<file path="config.mk">
export PLATFORM = sky130hd
export DESIGN_NAME = param_sync_fifo
export DESIGN_NICKNAME = d
export VERILOG_FILES = /design/src/rtl/param_sync_fifo_pkg.sv /design/src/rtl/fifo_ram.sv /design/src/rtl/param_sync_fifo.sv
export SDC_FILE = /design/constraint.sdc
export NUM_CORES = 1
export LEC_CHECK = 0
export CORE_UTILIZATION = 59
export CTS_CLUSTER_SIZE = 14
export DETAILED_ROUTE_END_ITERATION = 8
export GPL_ROUTABILITY_DRIVEN = 0
export PLACE_DENSITY = 0.89
export SYNTH_ARGS = -nofsm -noshare
export SYNTH_HDL_FRONTEND = slang
export SYNTH_SLANG_ARGS = --single-unit
</file>
<file path="constraint.sdc">
create_clock -name CLK -period 4.5 [get_ports CLK]
set_input_delay 1.35 -clock CLK [delete_from_list [all_inputs] [get_ports CLK]]
set_output_delay 1.35 -clock CLK [all_outputs]
set_load 0.01 [all_outputs]
</file>
<file path="src/rtl/param_sync_fifo_pkg.sv">
// Shared helpers for param_sync_fifo: width math,
// parameter legality checks and the flag bundle.
package param_sync_fifo_pkg;

    function automatic int clog2(input int v);
        int r;
        int x;
        r = 0;
        x = v - 1;
        for (int i = 0; i < 32; i++) begin
            if (x > 0) begin
                r = r + 1;
                x = x >> 1;
            end
        end
        return r;
    endfunction

    function automatic bit is_pow2(input int v);
        return (v > 0) && ((v & (v - 1)) == 0);
    endfunction

    function automatic bit in_range(
        input int v,
        input int lo,
        input int hi
    );
        return (v >= lo) && (v <= hi);
    endfunction

    function automatic bit params_ok(
        input int dw,
        input int depth,
        input int af,
        input int ae
    );
        return in_range(dw, 1, 256)
            && is_pow2(depth)
            && in_range(depth, 4, 1024)
            && in_range(af, 1, depth - 1)
            && in_range(ae, 1, depth - 1);
    endfunction

    typedef struct packed {
        logic full;
        logic empty;
        logic almost_full;
        logic almost_empty;
    } fifo_flags_t;

endpackage

</file>
<file path="src/rtl/fifo_ram.sv">
// Simple dual-port storage: sync write, registered read.
// Contents are never reset; the pointers define validity.
module fifo_ram #(
    parameter int DW = 8,
    parameter int AW = 4
) (
    input  logic          CLK,
    input  logic          we,
    input  logic [AW-1:0] waddr,
    input  logic [DW-1:0] wdata,
    input  logic          re,
    input  logic [AW-1:0] raddr,
    output logic [DW-1:0] rdata
);

    logic [DW-1:0] mem [1<<AW];

    always_ff @(posedge CLK) begin
        if (we) begin
            mem[waddr] <= wdata;
        end
        if (re) begin
            rdata <= mem[raddr];
        end
    end

endmodule

</file>
<file path="src/rtl/param_sync_fifo.sv">
// Parameterised synchronous FIFO with registered read,
// occupancy count, threshold flags and error pulses.
module param_sync_fifo
    import param_sync_fifo_pkg::*;
#(
    parameter int DW     = 8,
    parameter int DEPTH  = 16,
    parameter int AF_LVL = DEPTH - 2,
    parameter int AE_LVL = 2
) (
    input  logic                   CLK,
    input  logic                   RST,
    input  logic                   clr,
    input  logic                   wr_en,
    input  logic [DW-1:0]          data_in,
    input  logic                   rd_en,
    output logic [DW-1:0]          data_out,
    output logic                   rd_valid,
    output logic                   full,
    output logic                   empty,
    output logic                   almost_full,
    output logic                   almost_empty,
    output logic [clog2(DEPTH):0]  count,
    output logic                   overflow,
    output logic                   underflow
);

    localparam int AW = clog2(DEPTH);
    localparam logic [AW:0] FULL_C = (AW+1)'(DEPTH);
    localparam logic [AW:0] AF_C   = (AW+1)'(AF_LVL);
    localparam logic [AW:0] AE_C   = (AW+1)'(AE_LVL);

    generate
        if (!params_ok(DW, DEPTH, AF_LVL, AE_LVL)) begin : g_bad_params
            $error("param_sync_fifo: illegal parameter set");
        end
    endgenerate

    logic [AW:0]   wr_ptr;
    logic [AW:0]   rd_ptr;
    logic [AW:0]   occ;
    fifo_flags_t   flg;
    logic          wr_acc;
    logic          rd_acc;
    logic          rd_seen;
    logic [DW-1:0] ram_q;

    assign occ = wr_ptr - rd_ptr;

    always_comb begin
        flg              = '0;
        flg.full         = (occ == FULL_C);
        flg.empty        = (occ == '0);
        flg.almost_full  = (occ >= AF_C);
        flg.almost_empty = (occ <= AE_C);
    end

    // RST gates the RAM ports so nothing lands in the reset cycle
    assign wr_acc = wr_en & ~flg.full  & ~clr & ~RST;
    assign rd_acc = rd_en & ~flg.empty & ~clr & ~RST;

    always_ff @(posedge CLK) begin
        if (RST) begin
            wr_ptr    <= '0;
            rd_ptr    <= '0;
            rd_valid  <= 1'b0;
            rd_seen   <= 1'b0;
            overflow  <= 1'b0;
            underflow <= 1'b0;
        end else begin
            overflow  <= wr_en & flg.full  & ~clr;
            underflow <= rd_en & flg.empty & ~clr;
            rd_valid  <= rd_acc;
            if (rd_acc) begin
                rd_seen <= 1'b1;
            end
            if (clr) begin
                wr_ptr <= '0;
                rd_ptr <= '0;
            end else begin
                if (wr_acc) begin
                    wr_ptr <= wr_ptr + 1'b1;
                end
                if (rd_acc) begin
                    rd_ptr <= rd_ptr + 1'b1;
                end
            end
        end
    end

    fifo_ram #(
        .DW (DW),
        .AW (AW)
    ) u_ram (
        .CLK   (CLK),
        .we    (wr_acc),
        .waddr (wr_ptr[AW-1:0]),
        .wdata (data_in),
        .re    (rd_acc),
        .raddr (rd_ptr[AW-1:0]),
        .rdata (ram_q)
    );

    // the unreset RAM register reads as zero until a read since reset
    assign data_out     = rd_seen ? ram_q : '0;
    assign count        = occ;
    assign full         = flg.full;
    assign empty        = flg.empty;
    assign almost_full  = flg.almost_full;
    assign almost_empty = flg.almost_empty;

endmodule

</file>
Word-level counts from Yosys, hierarchy flattened
Memories as Yosys holds them, arrays and structs flattened. A register that Yosys moved wholly into a read port is not among the register bits. Cells that the tools add are included.

Eq/ne operators: 1. Reduce and logical (&&, ||, !) cells: 2. Multiplexer cells: 3. Bitwise operators: 14. Order comparisons: 2. Add/subtract/negate cells: 3.

Operators by type and width (count): $add 5x1->5 const B (2); $and 1x1->1 (10); $mux 8 (1); $eq 5x5->1 const B (1); $ge 5x4->1 const B (1); $le 5x2->1 const B (1); $logic_not 5->1 (1); $sub 5x5->5 (1); $not 1->1 (4); $mux 1 (2); $reduce_or 2->1 (1).

Input bits: 13. RAM bits: 128. Output and inout bits: 20. Memories: 1. Word-level logic and storage cells: 32. Register bits after elaboration: 14.

Memories: u_ram.mem (words 16, bits a word 8, rd ports 1, clocked after memory_dff 1, write ports 1, RTL line fifo_ram.sv:16) `logic [DW-1:0] mem [1<<AW];`.

Longest topological paths before layout
Gate-level depths: netlist of run 1.

Depth in word-level cells: 8. Depth in mapped cells: 9. Depth with buffers taken out: 9.

Modules after synthesis
Synthesis of run 1 repeated with hierarchy kept, for this count alone.

Cell total of the unflattened synthesis: 338. Area total of the unflattened synthesis: 6174.7 µm².

By module, submodules not included: fifo_ram (seq. area each 4083.9 µm², instances 1, cells an instance 229, area each 5227.5 µm²); param_sync_fifo (seq. area each 280.3 µm², instances 1, cells an instance 109, area each 947.2 µm²).

Least setup slack after synthesis of run 1
No wires, ideal clock.

Path type: register to output. From: reg rd_ptr[2]. To: out almost_empty. Buffers on the path: 1. Data arrival time: 2438 ps. Cell stages (with the launch flop): 9. Path slack: 712 ps. Data required time: 3150 ps. Path through: dfxtp_1 -> clkbuf_1 -> clkinv_1 -> ha_1 -> nand2b_1 -> a21oi_2 -> xor2_2 -> inv_2 -> a2111oi_2.

Word-level cells in the longest chain between the ends: 2.

Ends and longest elaborated chain: start: declaration (RTL line param_sync_fifo.sv:40) `logic [AW:0] rd_ptr;`; start signal: assignment (RTL line param_sync_fifo.sv:85) `rd_ptr <= rd_ptr + 1'b1;`; $sub 5x5->5 (RTL line param_sync_fifo.sv:48) `assign occ = wr_ptr - rd_ptr;`; named net count[4] (RTL line param_sync_fifo.sv:23) `output logic [clog2(DEPTH):0] count,`; $le 5x2->1 (RTL line param_sync_fifo.sv:55) `flg.almost_empty = (occ <= AE_C);`; end: declaration (RTL line param_sync_fifo.sv:22) `output logic almost_empty,`.

The timed path passes the listed nets, and every way through them passes these cells.

Worst setup path in the final report of run 1
From: reg wr_ptr[0]. To: out almost_full.

Word-level cells in the longest chain between the ends: 2.

Ends and longest elaborated chain: start: declaration (RTL line param_sync_fifo.sv:39) `logic [AW:0] wr_ptr;`; start signal: assignment (RTL line param_sync_fifo.sv:82) `wr_ptr <= wr_ptr + 1'b1;`; $sub 5x5->5 (RTL line param_sync_fifo.sv:48); $ge 5x4->1 (RTL line param_sync_fifo.sv:54) `flg.almost_full = (occ >= AF_C);`; end: declaration (RTL line param_sync_fifo.sv:21) `output logic almost_full,`.

Every way passes these cells.

==> results of run 1 <==
[final cells by class]
type / instances / area (um^2) / area share (%)
timing repair buffer: 43 / 401.6 / 5.517
multi-input combinational: 182 / 1694 / 23.27
clock buffer: 23 / 466.7 / 6.411
tap: 133 / 166.4 / 2.286
clock inverter: 9 / 126.4 / 1.736
sequential: 150 / 4368 / 60.00
inverter: 14 / 56.30 / 0.7735
[flip-flops by register name, indices dropped and copies added (netlist names)]
signal	cells
rd_seen	1
overflow	1
u_ram.mem	128
rd_ptr	5
rd_valid	1
u_ram.rdata	8
underflow	1
wr_ptr	5
[cell families after synthesis]
group / after synthesis / share of synthesized area [%]
AOI/OAI and AO/OA: 23 / 2.632
xor gates and xnor gates: 4 / 0.8101
adders and majority gates: 10 / 2.146
buffers and inverters: 28 / 1.964
DFF: 150 / 70.62
muxes: 43 / 13.65
and+or+nand+nor: 102 / 8.180
[cell usage in the layout (no fill, tap or decap), drive strengths merged]
cell type	n
edfxtp	136
dfxtp	14
buf	11
inv	12
mux2i	11
a21oi	3
o21ba	1
mux4	32
nor2	10
and3	21
o21bai	1
fa	1
xnor2	1
clkinvlp	2
o2111ai	1
nand2	46
o211ai	1
nand2b	1
dlygate4sd2	1
nand3	4
or3	2
clkbuf	23
clkinv	6
nand3b	1
bufinv	3
o21ai	5
nor3	3
a31oi	8
ha	9
xor2	3
o21a	1
a2111oi	1
nor4	1
clkdlybuf4s50	31
a31o	1
and2	9
nor2b	4
[power by group]
part	internal, mW	switching (mW)
Combinational	0.0928	0.108
Clock	0.886	0.513
Sequential	1.53	0.00434
[worst max-delay path: cells and delay by family, from the launching register on]
kind	cells	cell delay, ns
flip-flops	1	0.37
adder cells (fa/ha/maj)	2	0.64
AND/OR/NAND/NOR	1	0.19
AO/OA/AOI/OAI	2	0.40
XOR/XNOR	1	0.19
buffers and inverters	3	0.69
[routing by layer]
layer | wire (um) | up-vias | track usage (%)
met5 | 0 | - | 0
met4 | 488 | 0 | 12.45
met3 | 1058 | 35 | 6.516
met2 | 6489 | 232 | 41.49
met1 | 4905 | 1709 | 33.48
li1 | - | 1490 | -
[synthesized netlist by cell type (6+ instances only)]
cell | n | area share, %
clkbuf_1 | 6 | 0.36
mux4_2 | 32 | 12
inv_1 | 11 | 0.67
nand2_1 | 46 | 2.8
and3_1 | 21 | 2.1
ha_1 | 9 | 1.8
a31oi_1 | 8 | 0.81
nor2_1 | 10 | 0.61
and2_1 | 9 | 0.91
edfxtp_1 | 136 | 66
dfxtp_1 | 14 | 4.5
mux2i_1 | 10 | 1.6
[worst max-delay path by stage]
stage | to | slack [ns] | startpoint | cells after the start
floorplan | almost_empty | 0.71 | rd_ptr[2] | 8
global placement | almost_empty | 0.53 | wr_ptr[0] | 9
detailed placement | almost_empty | 0.41 | wr_ptr[0] | 9
CTS | full | 0.009 | wr_ptr[0] | 8
global route | full | 0.02 | wr_ptr[0] | 8
finish | almost_full | 0.16 | wr_ptr[0] | 9
[per-stage QoR]
stage / std cells / hold slack (ns) / area, um^2 / setup slack [ns]
finish: 554 / 0.4802 / 7279 / 0.1555
detailed placement: 520 / 0.4776 / 6666 / 0.4056
CTS: 552 / 0.4881 / 7258 / 0.009176
global placement: 520 / 0.4605 / 6666 / 0.5342
floorplan: 360 / 0.4483 / 6180 / 0.7123
global route: 554 / 0.5115 / 7279 / 0.01573
[repair_timing]
action | 4_1_cts | 5_1_grt
gates resized for setup | 1 | 3
setup buffers | 0 | 2
setup endpoints to repair | 1 | 4
==> flow_metrics.env, run 1 <==
export IMPL_finalCritPeriodShare_pct=96.55
export IMPL_drc_errors=0
export IMPL_ant_nets=0
export IMPL_power_density_nw_per_um2=430.5
export IMPL_num_antenna_cells=0
export IMPL_num_nets_final=431
export IMPL_worst_hold_path_type="flip-flop to flip-flop"
export IMPL_wl_mm=12.94
export IMPL_async_flop_share_pct=0
export IMPL_timing_rr_end="u_ram.mem[4][6]"
export IMPL_fill_cells=553
export IMPL_synth_top_flop_cell="edfxtp_1"
export IMPL_min_delay_start="rd_ptr[4]"
export IMPL_layout_drive_gt1_share_pct=20.43
export IMPL_status="finished clean"
export IMPL_worstPathMaxFanout=10
export IMPL_synth_edf_count=136
export IMPL_relSlewSlack_pct=52.98
export IMPL_crit_chain="inv_1 > ha_1 > fa_1 > nand2b_1 > a21oi_2 > xor2_2 > inv_2 > a31o_2 > clkdlybuf4s50_1"
export IMPL_ir_worst_vdd_mv=0.3510
export IMPL_setup_tns_ns=0
export IMPL_grt_util_all_layers_pct=25.95
export IMPL_ioPinCount=33
export IMPL_rsz0062_at_grt="no"
export IMPL_drt_vias_per_instance=6.256
export IMPL_reg2regPathDepth=9
export IMPL_antenna_found_initial=0
export IMPL_reg2reg_from="wr_ptr[0]"
export IMPL_die_area_um2=10890
export IMPL_root_buffer="clkbuf_8"
export IMPL_hold_buffers=0
export IMPL_grt_max_degree=37
export IMPL_area_growth_pct=17.80
export IMPL_fin_skew_ns=0.01134
export IMPL_cts_tree="built"
export IMPL_syn_avg_cell_area_um2=17.17
export IMPL_final_util_pct=73.13
export IMPL_vias=3466
export IMPL_hold_end="rd_ptr[4]"
export IMPL_setup_violations=0
export IMPL_worstSkewPairLatency_ns=0.53
export IMPL_die_w_um=104.3
export IMPL_ys_seq_elements=150
export IMPL_initial_core_util_pct=62.08
export IMPL_fmax_ghz=0.2302
export IMPL_cpPeakStageDelay_ns=0.47
export IMPL_fp_coreArea_um2=9955
export IMPL_grt_pass1_wl_mm=20.08
export IMPL_ff2ff_setup_slack_ns=1.24
export IMPL_yosys_cell_types_count=40
export IMPL_numCtsBuffers=17
export IMPL_synth_fp_nets=383
export IMPL_overflow=0
export IMPL_die_y_um=104.3
export IMPL_hold_viol_final=0
export IMPL_cp_required_ns=3.15
export IMPL_cp_end_kind="primary output"
export IMPL_crit_type="flip-flop to primary output"
export IMPL_io_buffers=32
export IMPL_synth_seq_area_share_pct=70.62
export IMPL_final_max_slew_viol_count=0
export IMPL_finalPower_mw=3.134
export IMPL_htree_num_levels=4
export IMPL_cp_data_arrival_time_ns=2.99
export IMPL_yosysWarnings=0
export IMPL_grt_pass1_vias=3505
export IMPL_cap_violations=0
export IMPL_dp_hpwl_mm=7.809
export IMPL_cts_sinks=150
export IMPL_leakage_nw=2.522
export IMPL_drt_iter0_markers=413
export IMPL_synth_area_um2=6180
export IMPL_worst_pin_slew_ns=0.7030
export IMPL_startpoint_type="flip-flop"
export IMPL_syn_inst=360
export IMPL_wire_per_inst_um=23.36
export IMPL_worstHoldPathCells=2
export IMPL_firstDrtPassIters=5
export IMPL_fin_crit_ns=4.345
export IMPL_rows=36
export IMPL_cts_buffer_depth=2
export IMPL_clkTransAtPathRegs_ns=0.06
export IMPL_slowest_stage="clkdlybuf4s50_1"
No activity file was read; power rests on OpenSTA's default activity.
==> run 2: changes to the inputs <==
Settings changed: CORE_UTILIZATION 59 to 63, PLACE_DENSITY 0.89 to 0.83.
Clock period 4.5 ns to 5.1 ns, I/O delays scaled along.
==> run 2 against run 1 <==
Design area down 0.65%. Highest routed layer unchanged. Sequential cell count stayed put. Worst hold slack better by 0.015 ns. Critical path type unchanged. Critical endpoint unchanged. Die area shrank 6.2%. Critical path depth is the same.
==> flow_metrics.env, run 2 (synthesis results as in run 1) <==
export IMPL_status="finished clean"
export IMPL_p_seq_share_pct=49.1
export IMPL_final_max_slew_viol_count=0
export IMPL_startpoint_type="flip-flop"
export IMPL_grt_pass1_vias=3406
export IMPL_ioPinCount=33
export IMPL_grt_util_all_layers_pct=27.91
export IMPL_drt_iter0_markers=305
export IMPL_p_sw_mw=0.5850
export IMPL_die_y_um=101.0
export IMPL_setup_violations=0
export IMPL_layout_drive_gt1_share_pct=18.07
export IMPL_wire_per_inst_um=23.80
export IMPL_cp_required_ns=3.57
export IMPL_reg2reg_from="wr_ptr[0]"
export IMPL_io_buffers=32
export IMPL_crit_type="flip-flop to primary output"
export IMPL_placed_cell_area_um2=6631
export IMPL_switching_share_pct=21.23
export IMPL_largest_reg_flops=128
export IMPL_placed_cells=512
export IMPL_root_buffer="clkbuf_8"
export IMPL_die_w_um=101.0
export IMPL_htree_num_levels=4
export IMPL_fin_skew_ns=0.01055
export IMPL_timing_rr_end="u_ram.mem[11][2]"
export IMPL_layout_commonest_cell="edfxtp_1"
export IMPL_cp_endpoint="almost_full"
export IMPL_cts_sinks=150
export IMPL_relSlewSlack_pct=45.67
export IMPL_num_nets_final=425
export IMPL_hold_buffers=0
export IMPL_worst_pin_slew_ns=0.8132
export IMPL_cap_violations=0
export IMPL_final_cells=544
export IMPL_p_int_mw=2.171
export IMPL_area_growth_pct=17.03
export IMPL_worstPathMaxFanout=10
export IMPL_startpoint="wr_ptr[0]"
export IMPL_hold_ws_ns=0.4949
export IMPL_clkTransAtPathRegs_ns=0.06
export IMPL_cp_end_kind="primary output"
export IMPL_firstDrtPassIters=5
export IMPL_reg2regPathDepth=8
export IMPL_drt_vias_per_instance=6.392
export IMPL_worst_hold_path_type="flip-flop to flip-flop"
export IMPL_die_area_um2=10210
export IMPL_cts_buffer_depth=2
export IMPL_wl_mm=12.95
export IMPL_reg_largest_list="u_ram.mem (128), u_ram.rdata (8)"
export IMPL_rsz0062_at_grt="no"
export IMPL_cp_data_arrival_time_ns=3.22
export IMPL_ff2ff_setup_slack_ns=1.69
export IMPL_setup_tns_ns=0
export IMPL_comb_power_share_pct=6.2
export IMPL_grt_pass1_wl_mm=19.71
export IMPL_fill_cells=503
export IMPL_grt_max_degree=37
export IMPL_dp_hpwl_mm=7.751
export IMPL_ant_nets=0
export IMPL_antenna_found_initial=0
export IMPL_rows=35
export IMPL_fp_coreArea_um2=9371
export IMPL_power_density_nw_per_um2=381.0
export IMPL_leakage_nw=2.474
export IMPL_num_antenna_cells=0
export IMPL_cts_tree="built"
export IMPL_p_clk_share_pct=44.7
export IMPL_vias=3477
export IMPL_ir_worst_vdd_mv=0.3590
export IMPL_registers_top_by_ff_count="u_ram.mem"
export IMPL_drc_errors=0
export IMPL_hold_viol_final=0
export IMPL_overflow=0
export IMPL_fin_crit_ns=4.750
export IMPL_fmax_ghz=0.2105
export IMPL_worstSkewPairLatency_ns=0.53
export IMPL_final_cell_mix="136 x edfxtp_1, 46 x nand2_1, 32 x mux4_2"
export IMPL_final_area_um2=7232
export IMPL_initial_core_util_pct=65.94
export IMPL_numCtsBuffers=17
export IMPL_finalCritPeriodShare_pct=93.14
==> run 2: changes by cell type in the layout (fill, tap and decap cells not counted), sizes merged <==
cell and change:
dlymetal6s2s +1, inv +1, buf -6, dlygate4sd2 -1, clkbuf -3, clkinvlp +2
==> run 2: stage by stage <==
step                      power (mW)  setup slack, ns  util (%)
after detailed placement       1.548           0.6017     70.76
final                          2.756           0.3498     77.17
after floorplan                1.480            1.132         -
after global placement         1.543           0.7312     70.76
after CTS                      2.755          0.04990     76.94
after global routing           2.816           0.1827     77.17
==> run 2: worst min-delay path by stage <==
stage                   start        end  slack (ns)  cells after the start
global placement    wr_ptr[4]  wr_ptr[4]        0.46                      1
detailed placement  rd_ptr[4]  rd_ptr[4]        0.48                      2
CTS                 rd_ptr[4]  rd_ptr[4]        0.50                      2
finish              rd_ptr[4]  rd_ptr[4]        0.49                      2
global route        wr_ptr[4]  wr_ptr[4]        0.53                      1
floorplan           wr_ptr[4]  wr_ptr[4]        0.45                      1
==> run 2: worst max-delay path, cell delays in order, from the launching register on <==
cell and delay (ns):
dfxtp_1 0.42, inv_1 0.12, ha_1 0.23, fa_1 0.43, nand2b_1 0.21, a21oi_4 0.20, xor2_4 0.25, inv_2 0.14
a31o_2 0.23, clkdlybuf4s50_1 0.47
==> run 2: timing repair <==
item,CTS,global route
setup buffers,0,0
endpoints found under the setup margin,0,1
gates resized for setup,0,3
endpoints found under the hold margin,0,0
==> run 2: layout make-up <==
type,count,area [um^2],area share [%]
flip-flops and latches,150,4365,60.36
multi-input cells,182,1713,23.69
clock buffers,20,425.4,5.882
repair buffers,37,360.3,4.983
well taps,129,161.4,2.232
clock inverters,12,153.9,2.128
inverters,14,52.55,0.7266
==> run 2: layer usage <==
metal	up-vias	global-route usage [%]	share of wire, %
met5	-	0	0
met4	0	13.04	3.3
met3	27	5.062	8.7
met2	209	42.70	48
met1	1757	39.68	40
li1	1484	-	-
==> run 2: power groups by stage <==
stage | Clock [mW] | Combinational [mW] | Sequential, mW
global route | 1.28 | 0.186 | 1.35
floorplan | 0 | 0.102 | 1.38
detailed placement | 0 | 0.169 | 1.38
CTS | 1.23 | 0.172 | 1.35
finish | 1.23 | 0.172 | 1.35
global placement | 0 | 0.165 | 1.38
==> run 3: changes to the inputs <==
--- a/config.mk
+++ b/config.mk
@@ -12,2 +12,3 @@
 export PLACE_DENSITY = 0.83
+export SKIP_CTS_REPAIR_TIMING = 1
 export SYNTH_ARGS = -nofsm -noshare
==> constraint.sdc (replaced) <==
create_clock -name CLK -period 5.1 [get_ports CLK]
set_input_delay 1.02 -clock CLK [delete_from_list [all_inputs] [get_ports CLK]]
set_output_delay 1.02 -clock CLK [all_outputs]
set_load 0.01 [all_outputs]
==> run 3 against run 2 <==
Critical path type unchanged. Clock power is 8% higher. Utilization is 0.33 points higher. Register-to-register slack worse by 0.02 ns. Clock skew is 0.00093 ns lower. Combinational power hardly changed. Critical path depth is 1 lower. Via count hardly changed. Worst hold slack worse by 0.0077 ns. Sequential cell count stayed put. First-iteration DRC count is 21% higher. Final cell count stayed put.
==> flow_metrics.env, run 3 (synthesis results as in run 1) <==
export IMPL_status="finished clean"
export IMPL_cts_tree="built"
export IMPL_crit_type="flip-flop to primary output"
export IMPL_comb_power_share_pct=6.1
export IMPL_dp_hpwl_mm=7.610
export IMPL_layout_drive_gt1_share_pct=18.80
export IMPL_reg_largest_list="u_ram.mem (128), u_ram.rdata (8)"
export IMPL_gr_usage_met3_pct=8.669
export IMPL_relSlewSlack_pct=44.50
export IMPL_cp_end_kind="primary output"
export IMPL_cts_buffer_depth=2
export IMPL_grt_use_met2_pct=44.95
export IMPL_power_density_nw_per_um2=392.8
export IMPL_cap_violations=0
export IMPL_ir_worst_vdd_mv=0.3159
export IMPL_rows=35
export IMPL_grt_pass1_vias=3596
export IMPL_worst_hold_path_type="flip-flop to flip-flop"
export IMPL_ioPinCount=33
export IMPL_area_growth_pct=17.53
export IMPL_cpPeakStageDelay_ns=0.60
export IMPL_min_delay_start="rd_ptr[4]"
export IMPL_p_seq_share_pct=47.4
export IMPL_drt_iter0_markers=369
export IMPL_grt_max_degree=37
export IMPL_fin_skew_ns=0.009614
export IMPL_cp_data_arrival_time_ns=3.57
export IMPL_worstSkewPairLatency_ns=0.53
export IMPL_p_clk_share_pct=46.5
export IMPL_switching_share_pct=20.66
export IMPL_worst_pin_slew_ns=0.8307
export IMPL_final_util_pct=77.50
export IMPL_fin_crit_ns=4.589
export IMPL_crit_chain="inv_1 > ha_1 > nor2_1 > a21oi_2 > xor2_2 > inv_2 > a2111oi_2 > clkdlybuf4s50_1"
export IMPL_rsz0062_at_grt="no"
export IMPL_die_y_um=101.0
export IMPL_die_area_um2=10210
export IMPL_layout_commonest_cell="edfxtp_1"
export IMPL_grt_use_met1_pct=38.73
export IMPL_gr_max_usage_layer="met2"
export IMPL_num_antenna_cells=0
export IMPL_p_sw_mw=0.5895
export IMPL_wl_mm=13.47
export IMPL_hold_viol_final=0
export IMPL_vias=3479
export IMPL_startpoint_type="flip-flop"
export IMPL_startpoint="rd_ptr[3]"
export IMPL_final_max_slew_viol_count=0
export IMPL_leakage_nw=2.498
export IMPL_io_buffers=32
export IMPL_placed_cell_area_um2=6631
export IMPL_wire_per_inst_um=24.76
export IMPL_root_buffer="clkbuf_8"
export IMPL_reg2reg_from="wr_ptr[0]"
export IMPL_setup_tns_ns=0
export IMPL_drt_vias_per_instance=6.395
export IMPL_clkTransAtPathRegs_ns=0.06
export IMPL_p_int_mw=2.263
export IMPL_finalCritPeriodShare_pct=89.99
export IMPL_cts_sinks=150
export IMPL_final_cell_mix="136 x edfxtp_1, 46 x nand2_1, 32 x mux4_2, 32 x clkdlybuf4s50_1, 21 x and3_1"
export IMPL_htree_num_levels=4
export IMPL_worstPathMaxFanout=12
export IMPL_setup_violations=0
export IMPL_slowest_stage="dfxtp_1"
export IMPL_ant_nets=0
export IMPL_largest_reg_flops=128
export IMPL_overflow=0
export IMPL_num_nets_final=425
export IMPL_fp_coreArea_um2=9371
export IMPL_die_w_um=101.0
export IMPL_fmax_ghz=0.2179
export IMPL_firstDrtPassIters=5
export IMPL_drc_errors=0
export IMPL_antenna_found_initial=0
export IMPL_grt_pass1_wl_mm=20.40
export IMPL_grt_util_all_layers_pct=29.48
export IMPL_initial_core_util_pct=65.94
export IMPL_cp_required_ns=4.08
export IMPL_registers_top_by_ff_count="u_ram.mem"
export IMPL_final_area_um2=7263
export IMPL_numCtsBuffers=17
[run 3: cell type report]
cell class                 instances  area (um^2)
clock inverter                    10        168.9
multi-input combinational        182         1694
sequential                       150         4365
tap                              129        161.4
timing repair buffer              37        357.8
inverter                          14        52.55
fill                             513         2108
clock buffer                      22        462.9
[run 3: power by group through the flow]
stage / Clock [mW] / Combinational, mW / Sequential (mW)
floorplan: 0 / 0.102 / 1.38
global placement: 0 / 0.165 / 1.38
detailed placement: 0 / 0.169 / 1.38
CTS: 1.33 / 0.173 / 1.35
global route: 1.38 / 0.184 / 1.35
finish: 1.33 / 0.173 / 1.35
[run 3: layer usage]
layer	wire, um	part of all wire, %	up-vias
met5	0	0	-
met4	478	3.5	0
met3	1098	8.2	42
met2	6530	48	228
met1	5363	40	1724
li1	-	-	1485
[run 3: final timing paths]
kind | endpoint | slack (ns) | depth (start not counted)
worst max-delay path | almost_empty | 0.51 | 8
worst min-delay path | rd_ptr[4] | 0.49 | 2
worst max register to register | u_ram.mem[11][7] | 1.67 | 8
worst min register to register | rd_ptr[4] | 0.49 | 2
[run 3: metrics by stage]
stage	instances	hold slack (ns)	setup slack, ns	power (mW)
final	544	0.4872	0.5105	2.853
after detailed placement	512	0.4783	1.113	1.548
after global placement	512	0.4579	1.235	1.543
after global routing	544	0.5182	0.3156	2.915
after floorplan	360	0.4483	1.642	1.480
after CTS	544	0.4853	0.5410	2.855
[run 3: worst max-delay path: cells and delay by family (launching register included)]
kind	cells	cell delay (ns)
xor+xnor	1	0.34
fa+ha+maj	1	0.47
simple gates	1	0.09
compound gates	2	0.51
buf+inv	3	1.02
flops	1	0.60
==> patch 1 (config.mk and constraints of run 1) <==
`DW` is set to 8 in 2 places; all go to 12.
--- a/src/rtl/fifo_ram.sv
+++ b/src/rtl/fifo_ram.sv
@@ -3,3 +3,3 @@
 module fifo_ram #(
-    parameter int DW = 8,
+    parameter int DW = 12,
     parameter int AW = 4
--- a/src/rtl/param_sync_fifo.sv
+++ b/src/rtl/param_sync_fifo.sv
@@ -5,3 +5,3 @@
 #(
-    parameter int DW     = 8,
+    parameter int DW     = 12,
     parameter int DEPTH  = 16,
Ports: changed (resized data_in and data_out); port bits go from 33 to 41. The function was not compared with the original's and may differ.
==> patch 1 against run 1 <==
Synthesized area rose by 41%; sequential cell count rose by 68; wire length rose by 39%; worst setup slack improved by 0.015 ns; register-to-register slack got worse by 0.06 ns; sequential share of layout area rose by 3.6 points; combinational power rose by 25%; sequential power rose by 46%; final area rose by 39%; power rose by 36%; highest routed layer unchanged.
==> patch 1: results (changes against run 1) <==
| Metric | Value |
|---|---|
| Post-synthesis sequential area ratio | `73.4% (was 70.6%)` |
| Fin cells | `672 (was 554)` |
| # nets final | `500 (was 431)` |
| Drt wl/cell | `26.8 um (was 23.4 um)` |
| Share of cells above drive strength 1 | `25.0% (was 20.4%)` |
| Static Leakage | `3.26 nW (was 2.52 nW)` |
| Status | `finished clean (unchanged)` |
| Met2 Resource Use GR | `40.8% (was 41.5%)` |
| Hold wc startpoint | `wr_ptr[0] (was rd_ptr[4])` |
| Number of synthesized flops with an enable pin | `204 (was 136)` |
| Largest registers | `u_ram.mem x192, u_ram.rdata x12 (was u_ram.mem x128, u_ram.rdata x8)` |
| First-pass GRT wire length | `26100 um (was 20100 um)` |
| Slowest CP cell | `fa_2 (was clkdlybuf4s50_1)` |
| Syn avg cell area | `21.0 um^2 (was 17.2 um^2)` |
| Number of CTS-inserted buffers | `22 (was 17)` |
| Clock latency at the later pin of the worst-skew pair | `0.51 ns (was 0.53 ns)` |
| Initial DRC count | `342 (was 413)` |
| Post-Place Worst Slack | `0.343 ns (was 0.406 ns)` |
| Root Driver | `clkbuf_16 (was clkbuf_8)` |
| Worst slew pin tran | `0.979 ns (was 0.703 ns)` |
| Worst reg2reg path depth | `8 (was 9)` |
| Global Route met1 Usage | `32.0% (was 33.5%)` |
| Met3 Use GR | `4.81% (was 6.52%)` |
| Synth cell types | `42 (was 40)` |
| Total nets after synthesis | `443 (was 383)` |
| # H-tree levels | `1 (was 4)` |
==> patch 1: what timing repair did <==
action                     in CTS  in global routing
setup endpoints to repair       1                  4
pin swaps                       0                  1
gates resized for setup         1                  4
==> patch 1: path summary, 6_finish.rpt <==
path,to,slack [ns]
setup reg to reg,u_ram.mem[8][9],1.18
hold / removal,wr_ptr[0],0.50
hold reg to reg,wr_ptr[0],0.50
setup / recovery,full,0.17
==> patch 1: worst reg2reg max path, delay by kind of cell, from the launching register on <==
family,cells,cell delay (ns)
adder cells (fa/ha/maj),2,0.62
flip-flops,1,0.36
AO/OA/AOI/OAI,2,0.45
buffers and inverters,1,0.09
AND/OR/NAND/NOR,2,1.13
XOR/XNOR,1,0.28
==> patch 1: cell families (layout without fill, tap and decap cells) <==
group / after synthesis / count (layout) / share of synthesized area [%]
flops: 218 / 218 / 73.4
xor+xnor: 4 / 4 / 0.789
mux: 70 / 70 / 16.6
buf+inv: 29 / 101 / 1.41
compound gates: 18 / 18 / 1.89
simple gates: 67 / 67 / 4.36
fa+ha+maj: 10 / 10 / 1.52
==> patch 1: cell type report <==
cell class                 instances  area [um^2]
inverter                          11         43.8
sequential                       218         6410
fill                             848         4390
clock inverter                    14          135
multi-input combinational        169         2220
clock buffer                      25          562
tap                              184          230
timing repair buffer              51          482
==> patch 1: routing by layer <==
metal / vias up / part of all wire [%]
met2: 208 / 51
met3: 44 / 6.3
met5: - / 0
met1: 2268 / 39
met4: 0 / 3.1
li1: 1820 / -
==> patch 1: report_power, final <==
| part | internal [W] | total (W) | switching, W |
|---|---|---|---|
| sequential | 0.00223 | 0.00224 | 0.00000708 |
| clock | 0.00102 | 0.00177 | 0.000756 |
| combinational | 0.000119 | 0.000251 | 0.000131 |
| total | 0.00337 | 0.00426 | 0.000895 |
==> patch 2 (settings of run 1) <==
Made on the original files. Register the output `count`, cleared by the reset; this adds one clock of latency there. The other outputs are not delayed to match.
--- a/src/rtl/param_sync_fifo.sv
+++ b/src/rtl/param_sync_fifo.sv
@@ -105,3 +105,9 @@
     assign data_out     = rd_seen ? ram_q : '0;
-    assign count        = occ;
+    always_ff @(posedge CLK) begin
+        if (RST) begin
+            count <= '0;
+        end else begin
+            count <= occ;
+        end
+    end
     assign full         = flg.full;
Function: changed (Yosys sat finds a counterexample within 4 cycles, from zero or initial values and one cycle with RST high).
==> patch 2 against run 1 <==
Maximum frequency decreased by 1.3%; power increased by 2.1%; critical path depth decreased by 1; worst setup slack got worse by 0.059 ns; sequential cell count increased by 5; final area increased by 2.1%; die area increased by 2.4%; via count increased by 1.2%; synthesized area increased by 2.4%; sequential share of layout area increased by 0.087 points; wire length increased by 1.8%.
==> patch 2: results (changes against run 1) <==
| Metric | Value |
|---|---|
| Detailed placement HPWL | `7810 um (about the same)` |
| Most frequent cells after synthesis | `136 x edfxtp_1, 46 x nand2_1, 32 x mux4_2, 19 x dfxtp_1, 14 x nor2_1 (was 136 x edfxtp_1, 46 x nand2_1, 32 x mux4_2, 21 x and3_1, 14 x dfxtp_1)` |
| Vias per inst | `6.21 (was 6.26)` |
| GRT Total Usage | `25.3% (was 25.9%)` |
| First-pass GRT wire length | `20000 um (was 20100 um)` |
| Post-synthesis sequential area ratio | `70.6% (about the same)` |
| Clk_skew | `0.0102 ns (was 0.0113 ns)` |
| Vias in the first global route | `3516 (was 3505)` |
| Post-Place Worst Slack | `0.607 ns (was 0.406 ns)` |
| Number of synthesized flops with an enable pin | `136 (unchanged)` |
| Synth cell types | `42 (was 40)` |
| Total nets after synthesis | `389 (was 383)` |
| Fin cells | `565 (was 554)` |
| Status | `finished clean (unchanged)` |
| DR pass1 iterations | `5 (unchanged)` |
| Clock Tree Buf Depth | `2 (unchanged)` |
| Initial DRC count | `443 (was 413)` |
| Number of port buffers | `32 (unchanged)` |
| # H-tree levels | `4 (unchanged)` |
| Share of cells above drive strength 1 | `23.1% (was 20.4%)` |
| Maximum VDD drop | `0.000296 V (was 0.000351 V)` |
| Worst-path fanout max | `5 (was 10)` |
| WL final | `13200 um (was 12900 um)` |
| Slowest stage delay, CP | `0.53 ns (was 0.47 ns)` |
| # nets final | `439 (was 431)` |
| Clk pin slew, worst setup/hold paths | `0.06 ns (about the same)` |
| Static Leakage | `2.53 nW (was 2.52 nW)` |
| Crit-path leading delay family | `adder cells (was buffers and inverters)` |
| Worst slew pin tran | `0.827 ns (was 0.703 ns)` |
| Inst Count DP | `527 (was 520)` |
| Initial antenna violation count | `0 (unchanged)` |
| Worst Hold Class | `reg -> reg (unchanged)` |
| Ranking of synthesized cells by area | `edfxtp_1 65%, mux4_2 11%, dfxtp_1 6.0% (was edfxtp_1 66%, mux4_2 12%, dfxtp_1 4.5%)` |
| Cells after Synth | `366 (was 360)` |
| Arrival time at the worst endpoint | `3.05 ns (was 2.99 ns)` |
-- patch 2: cell types whose count changed in the layout (fill, tap and decap cells not counted), sizes merged, moves of 2 or more --
cell           run 1  this run
nor2              10        14
buf               11        14
o21ba              1         4
inv               12        10
clkbuf            23        18
dfxtp             14        19
-- patch 2: logic make-up after synthesis --
family / synth area share, %
AO/OA/AOI/OAI: 2.87
XOR/XNOR: 1.05
adder cells (fa/ha/maj): 2.10
buffers and inverters: 1.94
flip-flops: 70.6
multiplexers: 13.2
AND/OR/NAND/NOR: 8.29
-- patch 2: worst paths after layout --
check	from	to	slack [ns]	cells past startpoint
worst max-delay path	wr_ptr[0]	almost_empty	0.1	8
worst min-delay path	wr_ptr[0]	wr_ptr[0]	0.50	2
worst max register to register	wr_ptr[0]	u_ram.mem[7][6]	1.29	10
worst min register to register	wr_ptr[0]	wr_ptr[0]	0.50	2
-- patch 2: area by class of cell --
class / count / area (um^2)
timing repair buffer: 46 / 425
inverter: 8 / 30.0
sequential: 155 / 4470
clock inverter: 14 / 168
tap: 136 / 170
fill: 598 / 2940
clock buffer: 18 / 418
multi-input combinational: 188 / 1760
-- patch 2: through the flow --
step	area (um^2)	hold WS (ns)	total power [W]
2_1_floorplan	6330	0.467	0.00173
3_3_place_gp	6790	0.479	0.00179
3_5_place_dp	6790	0.494	0.00180
4_1_cts	7370	0.502	0.00319
5_1_grt	7430	0.540	0.00328
6_report	7430	0.504	0.00320
-- patch 2: routing by layer --
metal | share of wire [%] | wire length [um] | vias to the layer above | GRT usage, %
li1 | - | - | 1520 | -
met4 | 2.5 | 329 | 0 | 9.62
met3 | 7.2 | 952 | 29 | 4.70
met1 | 37 | 4940 | 1774 | 33.2
met2 | 53 | 6950 | 185 | 42.6
met5 | 0 | 0 | - | 0
-- patch 2: power by group --
part / switching, W / internal, W / total (W)
clock: 0.000565 / 0.000848 / 0.00141
combinational: 0.000110 / 0.0000987 / 0.000209
sequential: 0.00000489 / 0.00158 / 0.00158
total: 0.000680 / 0.00252 / 0.00320
-- patch 2: what timing repair did --
item / CTS / global route
endpoints found under the setup margin: 0 / 3
hold endpoints to repair: 0 / 0
resized for setup: 0 / 3
setup buffers: 0 / 6
-- patch 2: worst reg2reg max path, stage by stage (launching register included) --
cell and delay [ns]:
dfxtp_2 0.36, inv_1 0.09, ha_1 0.21, fa_1 0.43, nand2b_1 0.21, a21oi_4 0.20
xor2_2 0.28, buf_4 0.16, buf_4 0.13, o21ai_2 0.11, nor2b_1 0.66
